File: config.mk
export PLATFORM = sky130hd
export DESIGN_NAME = apb_initiator_flat
export DESIGN_NICKNAME = d
export VERILOG_FILES = /design/src/rtl/apb_initiator_if.sv /design/src/rtl/apb_initiator.sv /design/src/flat_wrapper.sv
export SDC_FILE = /design/constraint.sdc
export NUM_CORES = 1
export LEC_CHECK = 0
export BUFFER_PORTS_ARGS = -buffer_cell sky130_fd_sc_hd__buf_4
export CORE_ASPECT_RATIO = 0.75
export CORE_UTILIZATION = 25
export DETAILED_ROUTE_END_ITERATION = 8
export HOLD_SLACK_MARGIN = 0.1
export PLACE_DENSITY = 0.59
export SYNTH_ARGS = -nofsm -noshare
export SYNTH_HDL_FRONTEND = slang
export SYNTH_SLANG_ARGS = --single-unit
File: constraint.sdc
create_clock -name clock -period 4.8 [get_ports clock]
set_input_delay 0.48 -clock clock [delete_from_list [all_inputs] [get_ports clock]]
set_output_delay 0.48 -clock clock [all_outputs]
set_load 0.01 [all_outputs]
File: src/rtl/apb_initiator_if.sv
// Request/response channels and APB initiator port of apb_initiator.
// master: the initiator's view; slave: the view of whatever drives requests and models the APB target.
interface apb_initiator_if;
  logic        req_valid;
  logic        req_ready;
  logic [31:0] req_addr;
  logic        req_write;
  logic [31:0] req_wdata;
  logic [3:0]  req_wstrb;
  logic [2:0]  req_prot;

  logic        rsp_valid;
  logic        rsp_ready;
  logic [31:0] rsp_rdata;
  logic        rsp_err;

  logic [31:0] out_paddr;
  logic        out_psel;
  logic        out_penable;
  logic [2:0]  out_pprot;
  logic        out_pwrite;
  logic [31:0] out_pwdata;
  logic [3:0]  out_pstrb;
  logic        out_pready;
  logic [31:0] out_prdata;
  logic        out_pslverr;

  modport master (
    input  req_valid, req_addr, req_write, req_wdata, req_wstrb, req_prot,
    output req_ready,
    output rsp_valid, rsp_rdata, rsp_err,
    input  rsp_ready,
    output out_paddr, out_psel, out_penable, out_pprot, out_pwrite, out_pwdata, out_pstrb,
    input  out_pready, out_prdata, out_pslverr
  );

  modport slave (
    output req_valid, req_addr, req_write, req_wdata, req_wstrb, req_prot,
    input  req_ready,
    input  rsp_valid, rsp_rdata, rsp_err,
    output rsp_ready,
    input  out_paddr, out_psel, out_penable, out_pprot, out_pwrite, out_pwdata, out_pstrb,
    output out_pready, out_prdata, out_pslverr
  );
endinterface

File: src/rtl/apb_initiator.sv
// Single-outstanding APB initiator: request -> SETUP -> ACCESS (wait/timeout) -> held response.
module apb_initiator #(
  parameter int unsigned TIMEOUT = 255
) (
  input  logic             clock,
  input  logic             reset,
  apb_initiator_if.master  bus
);

  localparam int unsigned      CW  = (TIMEOUT == 0) ? 1 : $clog2(TIMEOUT + 1);
  localparam logic [CW-1:0]    TMO = CW'(TIMEOUT);

  typedef enum logic [1:0] {IDLE, SETUP, ACCESS, RESP} state_e;

  state_e        state_q;
  logic [CW-1:0] wait_q;
  logic [31:0]   paddr_q;
  logic          pwrite_q;
  logic [2:0]    pprot_q;
  logic [31:0]   pwdata_q;
  logic [3:0]    pstrb_q;
  logic          psel_q;
  logic          penable_q;
  logic          rsp_valid_q;
  logic [31:0]   rsp_rdata_q;
  logic          rsp_err_q;

  always_ff @(posedge clock or negedge reset) begin
    if (!reset) begin
      state_q     <= IDLE;
      wait_q      <= '0;
      paddr_q     <= '0;
      pwrite_q    <= 1'b0;
      pprot_q     <= '0;
      pwdata_q    <= '0;
      pstrb_q     <= '0;
      psel_q      <= 1'b0;
      penable_q   <= 1'b0;
      rsp_valid_q <= 1'b0;
      rsp_rdata_q <= '0;
      rsp_err_q   <= 1'b0;
    end else begin
      case (state_q)
        IDLE: begin
          if (bus.req_valid) begin
            paddr_q  <= bus.req_addr;
            pwrite_q <= bus.req_write;
            pprot_q  <= bus.req_prot;
            pwdata_q <= bus.req_wdata;
            pstrb_q  <= bus.req_write ? bus.req_wstrb : 4'b0000;
            psel_q   <= 1'b1;
            state_q  <= SETUP;
          end
        end
        SETUP: begin
          penable_q <= 1'b1;
          wait_q    <= '0;
          state_q   <= ACCESS;
        end
        ACCESS: begin
          // A ready slave beats a coincident timeout.
          if (bus.out_pready) begin
            rsp_rdata_q <= pwrite_q ? '0 : bus.out_prdata;
            rsp_err_q   <= bus.out_pslverr;
            psel_q      <= 1'b0;
            penable_q   <= 1'b0;
            rsp_valid_q <= 1'b1;
            state_q     <= RESP;
          end else if ((TIMEOUT != 0) && (wait_q == TMO)) begin
            rsp_rdata_q <= '0;
            rsp_err_q   <= 1'b1;
            psel_q      <= 1'b0;
            penable_q   <= 1'b0;
            rsp_valid_q <= 1'b1;
            state_q     <= RESP;
          end else if (wait_q != '1) begin
            wait_q <= wait_q + CW'(1);
          end
        end
        RESP: begin
          if (bus.rsp_ready) begin
            rsp_valid_q <= 1'b0;
            state_q     <= IDLE;
          end
        end
        default: state_q <= IDLE;
      endcase
    end
  end

  assign bus.req_ready   = (state_q == IDLE);
  assign bus.rsp_valid   = rsp_valid_q;
  assign bus.rsp_rdata   = rsp_rdata_q;
  assign bus.rsp_err     = rsp_err_q;
  assign bus.out_paddr   = paddr_q;
  assign bus.out_psel    = psel_q;
  assign bus.out_penable = penable_q;
  assign bus.out_pprot   = pprot_q;
  assign bus.out_pwrite  = pwrite_q;
  assign bus.out_pwdata  = pwdata_q;
  assign bus.out_pstrb   = pstrb_q;

endmodule

File: src/flat_wrapper.sv
// flat-port wrapper written by rule: the top's interface ports become plain ports
module apb_initiator_flat 
#(
  parameter int unsigned TIMEOUT = 255
)
  (clock, reset, bus_req_valid, bus_req_addr, bus_req_write, bus_req_wdata, bus_req_wstrb, bus_req_prot, bus_req_ready, bus_rsp_valid, bus_rsp_rdata, bus_rsp_err, bus_rsp_ready, bus_out_paddr, bus_out_psel, bus_out_penable, bus_out_pprot, bus_out_pwrite, bus_out_pwdata, bus_out_pstrb, bus_out_pready, bus_out_prdata, bus_out_pslverr);
  apb_initiator_if bus_i ();
  input  logic clock;
  input  logic reset;
  input wire logic [$bits(bus_i.req_valid)-1:0] bus_req_valid;
  input wire logic [$bits(bus_i.req_addr)-1:0] bus_req_addr;
  input wire logic [$bits(bus_i.req_write)-1:0] bus_req_write;
  input wire logic [$bits(bus_i.req_wdata)-1:0] bus_req_wdata;
  input wire logic [$bits(bus_i.req_wstrb)-1:0] bus_req_wstrb;
  input wire logic [$bits(bus_i.req_prot)-1:0] bus_req_prot;
  output wire logic [$bits(bus_i.req_ready)-1:0] bus_req_ready;
  output wire logic [$bits(bus_i.rsp_valid)-1:0] bus_rsp_valid;
  output wire logic [$bits(bus_i.rsp_rdata)-1:0] bus_rsp_rdata;
  output wire logic [$bits(bus_i.rsp_err)-1:0] bus_rsp_err;
  input wire logic [$bits(bus_i.rsp_ready)-1:0] bus_rsp_ready;
  output wire logic [$bits(bus_i.out_paddr)-1:0] bus_out_paddr;
  output wire logic [$bits(bus_i.out_psel)-1:0] bus_out_psel;
  output wire logic [$bits(bus_i.out_penable)-1:0] bus_out_penable;
  output wire logic [$bits(bus_i.out_pprot)-1:0] bus_out_pprot;
  output wire logic [$bits(bus_i.out_pwrite)-1:0] bus_out_pwrite;
  output wire logic [$bits(bus_i.out_pwdata)-1:0] bus_out_pwdata;
  output wire logic [$bits(bus_i.out_pstrb)-1:0] bus_out_pstrb;
  input wire logic [$bits(bus_i.out_pready)-1:0] bus_out_pready;
  input wire logic [$bits(bus_i.out_prdata)-1:0] bus_out_prdata;
  input wire logic [$bits(bus_i.out_pslverr)-1:0] bus_out_pslverr;
  assign bus_i.req_valid = bus_req_valid;
  assign bus_i.req_addr = bus_req_addr;
  assign bus_i.req_write = bus_req_write;
  assign bus_i.req_wdata = bus_req_wdata;
  assign bus_i.req_wstrb = bus_req_wstrb;
  assign bus_i.req_prot = bus_req_prot;
  assign bus_req_ready = bus_i.req_ready;
  assign bus_rsp_valid = bus_i.rsp_valid;
  assign bus_rsp_rdata = bus_i.rsp_rdata;
  assign bus_rsp_err = bus_i.rsp_err;
  assign bus_i.rsp_ready = bus_rsp_ready;
  assign bus_out_paddr = bus_i.out_paddr;
  assign bus_out_psel = bus_i.out_psel;
  assign bus_out_penable = bus_i.out_penable;
  assign bus_out_pprot = bus_i.out_pprot;
  assign bus_out_pwrite = bus_i.out_pwrite;
  assign bus_out_pwdata = bus_i.out_pwdata;
  assign bus_out_pstrb = bus_i.out_pstrb;
  assign bus_i.out_pready = bus_out_pready;
  assign bus_i.out_prdata = bus_out_prdata;
  assign bus_i.out_pslverr = bus_out_pslverr;
  apb_initiator #(.TIMEOUT(TIMEOUT)) u_core (.clock(clock), .reset(reset), .bus(bus_i));
endmodule
==> results by group, run 1 <==
Outcome
  • Outcome: finished, final reports clean

GRT
  • Met3 GRT Util: 0.0508
  • First-pass GRT wire length: roughly 19 mm
  • Total grt overflow: 0
  • Top Usage Layer GRT: met2
  • Met1 usage: 0.161
  • Largest net degree at the start of global routing: 77
  • GR Util All Layers: 0.128
  • Initial antenna violation count: 0
  • Vias in the first global route: roughly 3700
  • GR Util met2: 0.198

Routing
  • Avg Vias per Cell: between 4 and 5
  • DRC errors left: 0
  • Total wire length: approximately 12 mm
  • Via count: around 3400
  • Iteration-0 DRC Markers: between 150 and 200
  • ANT nets after route: 0
  • Drt pass-1 iters: 4
  • Routed len/inst: 14.8 um

Critical path
  • CP Launch Point: u_core.state_q[0]
  • CP Data Required Time: between 5 and 6 ns
  • Kind of critical path: reg -> reg
  • CP endpoint kind: flip-flop
  • Crit-path max FO: 32
  • FF-to-FF setup slack: 2.33 ns
  • Critical Path AT: 2.81 ns
  • R2r startpoint: u_core.state_q[0]
  • Reg2reg end: u_core.bus.rsp_rdata[18]
  • Worst R2R Path Depth: 5
  • CP startpoint kind: flip-flop
  • Worst Setup EP: u_core.bus.rsp_rdata[18]

Die
  • Total core area: 0.0179 sq mm
  • Starting Density: 0.258
  • Die Area: approximately 0.019 sq mm
  • # IOs: roughly 220
  • Die height: approximately 120 um
  • FP Rows: 42
  • Die X: 159 um

STA
  • RSZ-0062 raised after global routing: false
  • Final setup fails: 0
  • Period utilization: 0.515
  • Setup tns final: 0 ns
  • Final min period: ~2.5 ns
  • Hold Vio Cnt, Final: 0
  • Max Fclk: just over 400 MHz
  • Max_slew headroom: 0.142
  • Clock Skew: ~0.012 ns
  • Slew at the pin closest to its max-slew limit: 1.29 ns
  • Pins Over Slew Limit: 0

Min path
  • Min-delay worst type: in -> async

Logic synthesis
  • Syn Inst Count: roughly 310
  • Synth unique cells: 33
  • Sequential area share after synthesis: 0.639
  • Post-synthesis area per instance: ~15 sq um
  • Top cell type's share of synthesized area: 0.639
  • Leading area contributor after synthesis: dfrtp_1
  • Count of state elements after synthesis: 118
  • Top cells by area, synth: dfrtp_1 (64%), mux2_2 (17%), a22o_1 (6.3%), ha_1 (1.6%), nand2_1 (1.6%)
  • Net Count, Synth: approximately 430
  • Warnings from Yosys: 0
  • Mapped Area: around 0.0046 sq mm

Pwr
  • Pwr Density: 697 mW/mm^2
  • Leakage: between 3 and 4 nW
  • Peak supply drop: about 0.29 mV

Cells and area
  • Filler instances: roughly 1700
  • N_diodes: 0
  • Area grow syn2layout: 53.7%
  • Fin nets: 650
  • Layout cells sized above 1: 0.590
  • Finished Layout Cells: roughly 790

Clock network
  • Skew-Pair Late Insertion Delay: about 0.40 ns
  • CTS H-tree depth: 4
  • Hold_buf cts: 0
  • Root buf cell: clkbuf_16
  • Cts bufs inserted: 17
  • CTS Sinks: 118
  • Setup Fix Bufs, Post-CTS: 0
  • TritonCTS clock tree: yes
  • Resized Gates After CTS: 0
  • Clk slew on worst S/H paths: 0.06 ns
  • Max clock buf depth: 2

Place
  • GP Congestion: between 0.8 and 0.9
  • Post-detail-place hpwl: 8.24 mm
  • Placed cells: 757
  • PortBufs: between 200 and 250

Job
  • MaxCap Viol Count: 0
## synth_stat cells
library cell / n
dfrtp_1: 118
mux2_2: 69
a22o_1: 33
nand2_1: 20
clkbuf_1: 7
nand3_1: 7
o21ai_0: 7
ha_1: 6
inv_1: 5
a21oi_1: 4
and3_1: 4
buf_2: 4
buf_8: 4
a31oi_1: 3
mux2i_1: 3
nor2_1: 2
a211o_1: 1
a21oi_4: 1
and2_1: 1
and4_4: 1
and4b_1: 1
buf_4: 1
buf_6: 1
nand2b_1: 1
nand2b_4: 1
nand3b_1: 1
nand4_1: 1
nor2b_1: 1
o22ai_1: 1
o311ai_0: 1
o31ai_1: 1
o32a_1: 1
xnor2_1: 1
## registers in the layout, summed over array words and instances, names as in the netlist
register,cells
u_core.bus.out_pprot,3
u_core.bus.out_psel,1
u_core.bus.out_penable,1
u_core.bus.out_pwrite,1
u_core.bus.out_pwdata,32
u_core.bus.out_paddr,32
u_core.bus.rsp_rdata,32
u_core.bus.rsp_err,1
u_core.bus.out_pstrb,4
u_core.state_q,2
u_core.wait_q,8
u_core.bus.rsp_valid,1
## worst max-delay path, stage by stage (launching register included)
cell	delay (ns)
dfrtp_1	0.41
inv_1	0.12
ha_1	0.43
nand2_1	0.15
nor2_2	0.99
a22o_1	0.30
## cells in the final DEF, fill, tap and decap left out, drive strengths merged
cell type	instances
a21oi	5
nor2	2
dfrtp	118
nand3b	1
mux2	69
xnor2	1
inv	6
nor2b	1
buf	219
o31ai	1
clkbuf	20
and4b	1
mux2i	3
clkinv	3
nand2b	2
and2	1
and4	1
and3	4
ha	6
o32a	1
nand3	7
nand4	1
o311ai	1
nand2	20
a211o	1
a22o	33
clkinvlp	3
o22ai	1
o21ai	7
bufinv	5
a31oi	3
## cell families after synthesis
family / after synthesis / synth area share
xor+xnor: 1 / 0.00190
fa+ha+maj: 6 / 0.0163
mux: 72 / 0.175
flops: 118 / 0.639
compound gates: 53 / 0.0910
buf+inv: 22 / 0.0312
simple gates: 41 / 0.0455
## routing by layer
layer | share of wire | wire length (um)
met5 | 0 | 0
met4 | 0.015 | 174
met3 | 0.073 | 854
met2 | 0.46 | 5410
met1 | 0.45 | 5210
## per-stage QoR
step	total power [mW]	util	area, sq um	worst slack (ns)	hold WS [ns]
2_1_floorplan	2.64	-	4620	3.03	0.184
3_3_place_gp	3.56	0.361	6450	2.46	0.467
3_5_place_dp	3.61	0.361	6450	2.32	0.481
4_1_cts	5.03	0.397	7100	2.30	0.186
5_1_grt	5.24	0.397	7100	2.08	0.212
6_report	4.95	0.397	7100	2.33	0.157
## how the worst min path moves through the flow
stage,cells after the start,slack [ns],endpoint,from
2_1_floorplan,0,0.18,u_core.bus.out_paddr[0],reset
3_3_place_gp,2,0.47,u_core.bus.out_pstrb[1],u_core.bus.out_pstrb[1]
3_5_place_dp,2,0.48,u_core.bus.out_pstrb[3],u_core.bus.out_pstrb[3]
4_1_cts,1,0.19,u_core.state_q[0],reset
5_1_grt,1,0.21,u_core.state_q[0],reset
6_report,1,0.16,u_core.bus.rsp_valid,reset
## area by class of cell
cell class	count	area, sq um	share of cell area
tap	242	303	0.0427
timing repair buffer	219	1640	0.232
sequential	118	2950	0.416
inverter	5	18.8	0.00264
multi-input combinational	173	1530	0.216
clock buffer	20	447	0.0629
clock inverter	12	200	0.0282
## power breakdown
part	switching [mW]	total, mW	internal (mW)
Sequential	0.262	1.73	1.46
Combinational	0.779	1.83	1.05
Clock	0.452	1.39	0.936
Total	1.49	4.95	3.45
No activity file was read; power rests on OpenSTA's default activity.
==> inputs of run 2 (changes only) <==
==> constraint.sdc (replaced) <==
create_clock -name clock -period 2.5 [get_ports clock]
set_input_delay 0.25 -clock clock [delete_from_list [all_inputs] [get_ports clock]]
set_output_delay 0.25 -clock clock [all_outputs]
set_load 0.01 [all_outputs]
==> run 2 against run 1 <==
- count of clock-buffer cells in the layout down 1
- clock skew down 0.0054 ns
- sequential cell count unchanged
- critical path type unchanged
- via count up 12%
- sequential power up 92%
- die area unchanged
- highest routed layer unchanged
- setup slack worse by 1.7 ns
- first-iteration DRC count up 9.6%
==> results by group, run 2 (same netlist as run 1, synthesis figures left out) <==
Place
  • GP Congestion: between 0.8 and 0.9
  • PortBufs: 218
  • DP Area: between 0.006 and 0.007 sq mm
  • Post-detail-place hpwl: about 8.7 mm
  • Place WS: 0.576 ns
  • Placed cells: about 760

Clock network
  • Resized Gates After CTS: 0
  • CTS Sinks: roughly 120
  • Clk slew on worst S/H paths: roughly 0.050 ns
  • TritonCTS clock tree: yes
  • Root buf cell: clkbuf_16
  • Skew-Pair Late Insertion Delay: approximately 0.40 ns
  • Cts bufs inserted: 17
  • CTS H-tree depth: 4
  • Max clock buf depth: 2

Pwr
  • Switch share: 0.304
  • Pint: between 6 and 7 mW
  • Pwr Density: between 1000 and 1500 mW/mm^2
  • Combinational share of power: 0.385
  • Final Power: 9.72 mW
  • Net Sw Power: about 3.0 mW
  • Peak supply drop: around 0.55 mV
  • Seq pwr share: 0.342
  • Clock power share: 0.273
  • Leakage: 3.96 nW

Cells and area
  • Area grow syn2layout: 77.4%
  • N_diodes: 0
  • Commonest non-fill, non-tap cell in the layout: buf_4
  • Finished Layout Cells: 897
  • Most frequent cells in the layout: buf_4 (222), dfrtp_1 (118), dlygate4sd3_1 (103)
  • Final core occ: 0.458
  • Layout cells sized above 1: 0.502
  • Fin area: 0.00819 sq mm
  • Fin nets: 758

STA
  • Setup tns final: 0 ns
  • Period utilization: 0.763
  • Final setup fails: 0
  • Final hold slack: roughly 0.13 ns
  • Max Fclk: ~520 MHz
  • Final min period: between 1.5 and 2 ns
  • Clock Skew: approximately 0.0066 ns
  • Max_slew headroom: 0.712
  • Hold Vio Cnt, Final: 0
  • Final WS setup: ~0.59 ns
  • RSZ-0062 raised after global routing: false
  • Slew at the pin closest to its max-slew limit: between 0.4 and 0.5 ns
  • Pins Over Slew Limit: 0

Routing
  • ANT nets after route: 0
  • Total wire length: 13.3 mm
  • DRC errors left: 0
  • Routed len/inst: about 15 um
  • Via count: approximately 3800
  • Drt pass-1 iters: 4
  • Iteration-0 DRC Markers: about 180
  • Avg Vias per Cell: between 4 and 5

Die
  • FP Rows: between 40 and 50
  • Die X: between 150 and 200 um
  • Die height: between 100 and 150 um
  • Die Area: approximately 0.019 sq mm
  • Total core area: between 0.015 and 0.02 sq mm
  • Starting Density: 0.258
  • # IOs: about 220

GRT
  • Largest net degree at the start of global routing: 63
  • Total grt overflow: 0
  • GR Util All Layers: 0.142
  • First-pass GRT wire length: approximately 21 mm
  • Initial antenna violation count: 0
  • Vias in the first global route: 4059

Critical path
  • Kind of critical path: reg -> reg
  • Crit-path max FO: 23
  • CP endpoint kind: flip-flop
  • FF-to-FF setup slack: 0.59 ns
  • CP Data Required Time: 2.78 ns
  • CP startpoint kind: flip-flop
  • Critical Path AT: 2.19 ns

Min path
  • Min-delay worst type: in -> reg

Outcome
  • Outcome: finished, final reports clean

Job
  • MaxCap Viol Count: 0
==> run 2: cell type report <==
type / count / area (sq um)
clock buffer: 19 / 443
clock inverter: 13 / 204
fill: 1581 / 9680
inverter: 5 / 18.8
multi-input combinational: 173 / 1530
sequential: 118 / 2950
tap: 242 / 303
timing repair buffer: 327 / 2740
==> run 2: critical path: stages, from the launching register on <==
cell and delay, ns:
dfrtp_1 0.39, inv_1 0.09, ha_1 0.29, nand2_4 0.35, buf_4 0.30, mux2_2 0.36
==> run 2: power groups by stage <==
stage                     clock network [mW]  registers [mW]  logic, mW
after floorplan                            0            3.68       1.39
after detailed placement                   0            3.34       3.64
after global placement                     0            3.31       3.55
after CTS                               2.73            3.33       3.77
after global routing                    2.83            3.43       4.00
final                                   2.65            3.33       3.74
==> run 2: routing by layer <==
layer,global-route usage,wire length [um],part of all wire
met3,0.0463,768,0.058
met4,0.0613,253,0.019
met5,0,0,0
met1,0.170,5730,0.43
met2,0.235,6550,0.49
==> run 2: final timing paths <==
| path | from | endpoint | depth (start not counted) |
|---|---|---|---|
| worst max-delay path | u_core.state_q[0] | u_core.bus.out_pwdata[18] | 5 |
| worst min-delay path | bus_req_wstrb[3] | u_core.bus.out_pstrb[3] | 3 |
| worst max register to register | u_core.state_q[0] | u_core.bus.out_pwdata[18] | 5 |
| worst min register to register | u_core.wait_q[5] | u_core.wait_q[5] | 1 |
| max in group asynchronous | reset | u_core.bus.out_paddr[10] | 3 |
| min in group asynchronous | reset | u_core.state_q[1] | 2 |
==> run 2: what timing repair did <==
| action | 4_1_cts | 5_1_grt |
|---|---|---|
| hold buffers | 103 | 0 |
| hold endpoints to repair | 124 | 0 |
| endpoints found under the setup margin | 0 | 0 |
| buffers inserted | 0 | 0 |
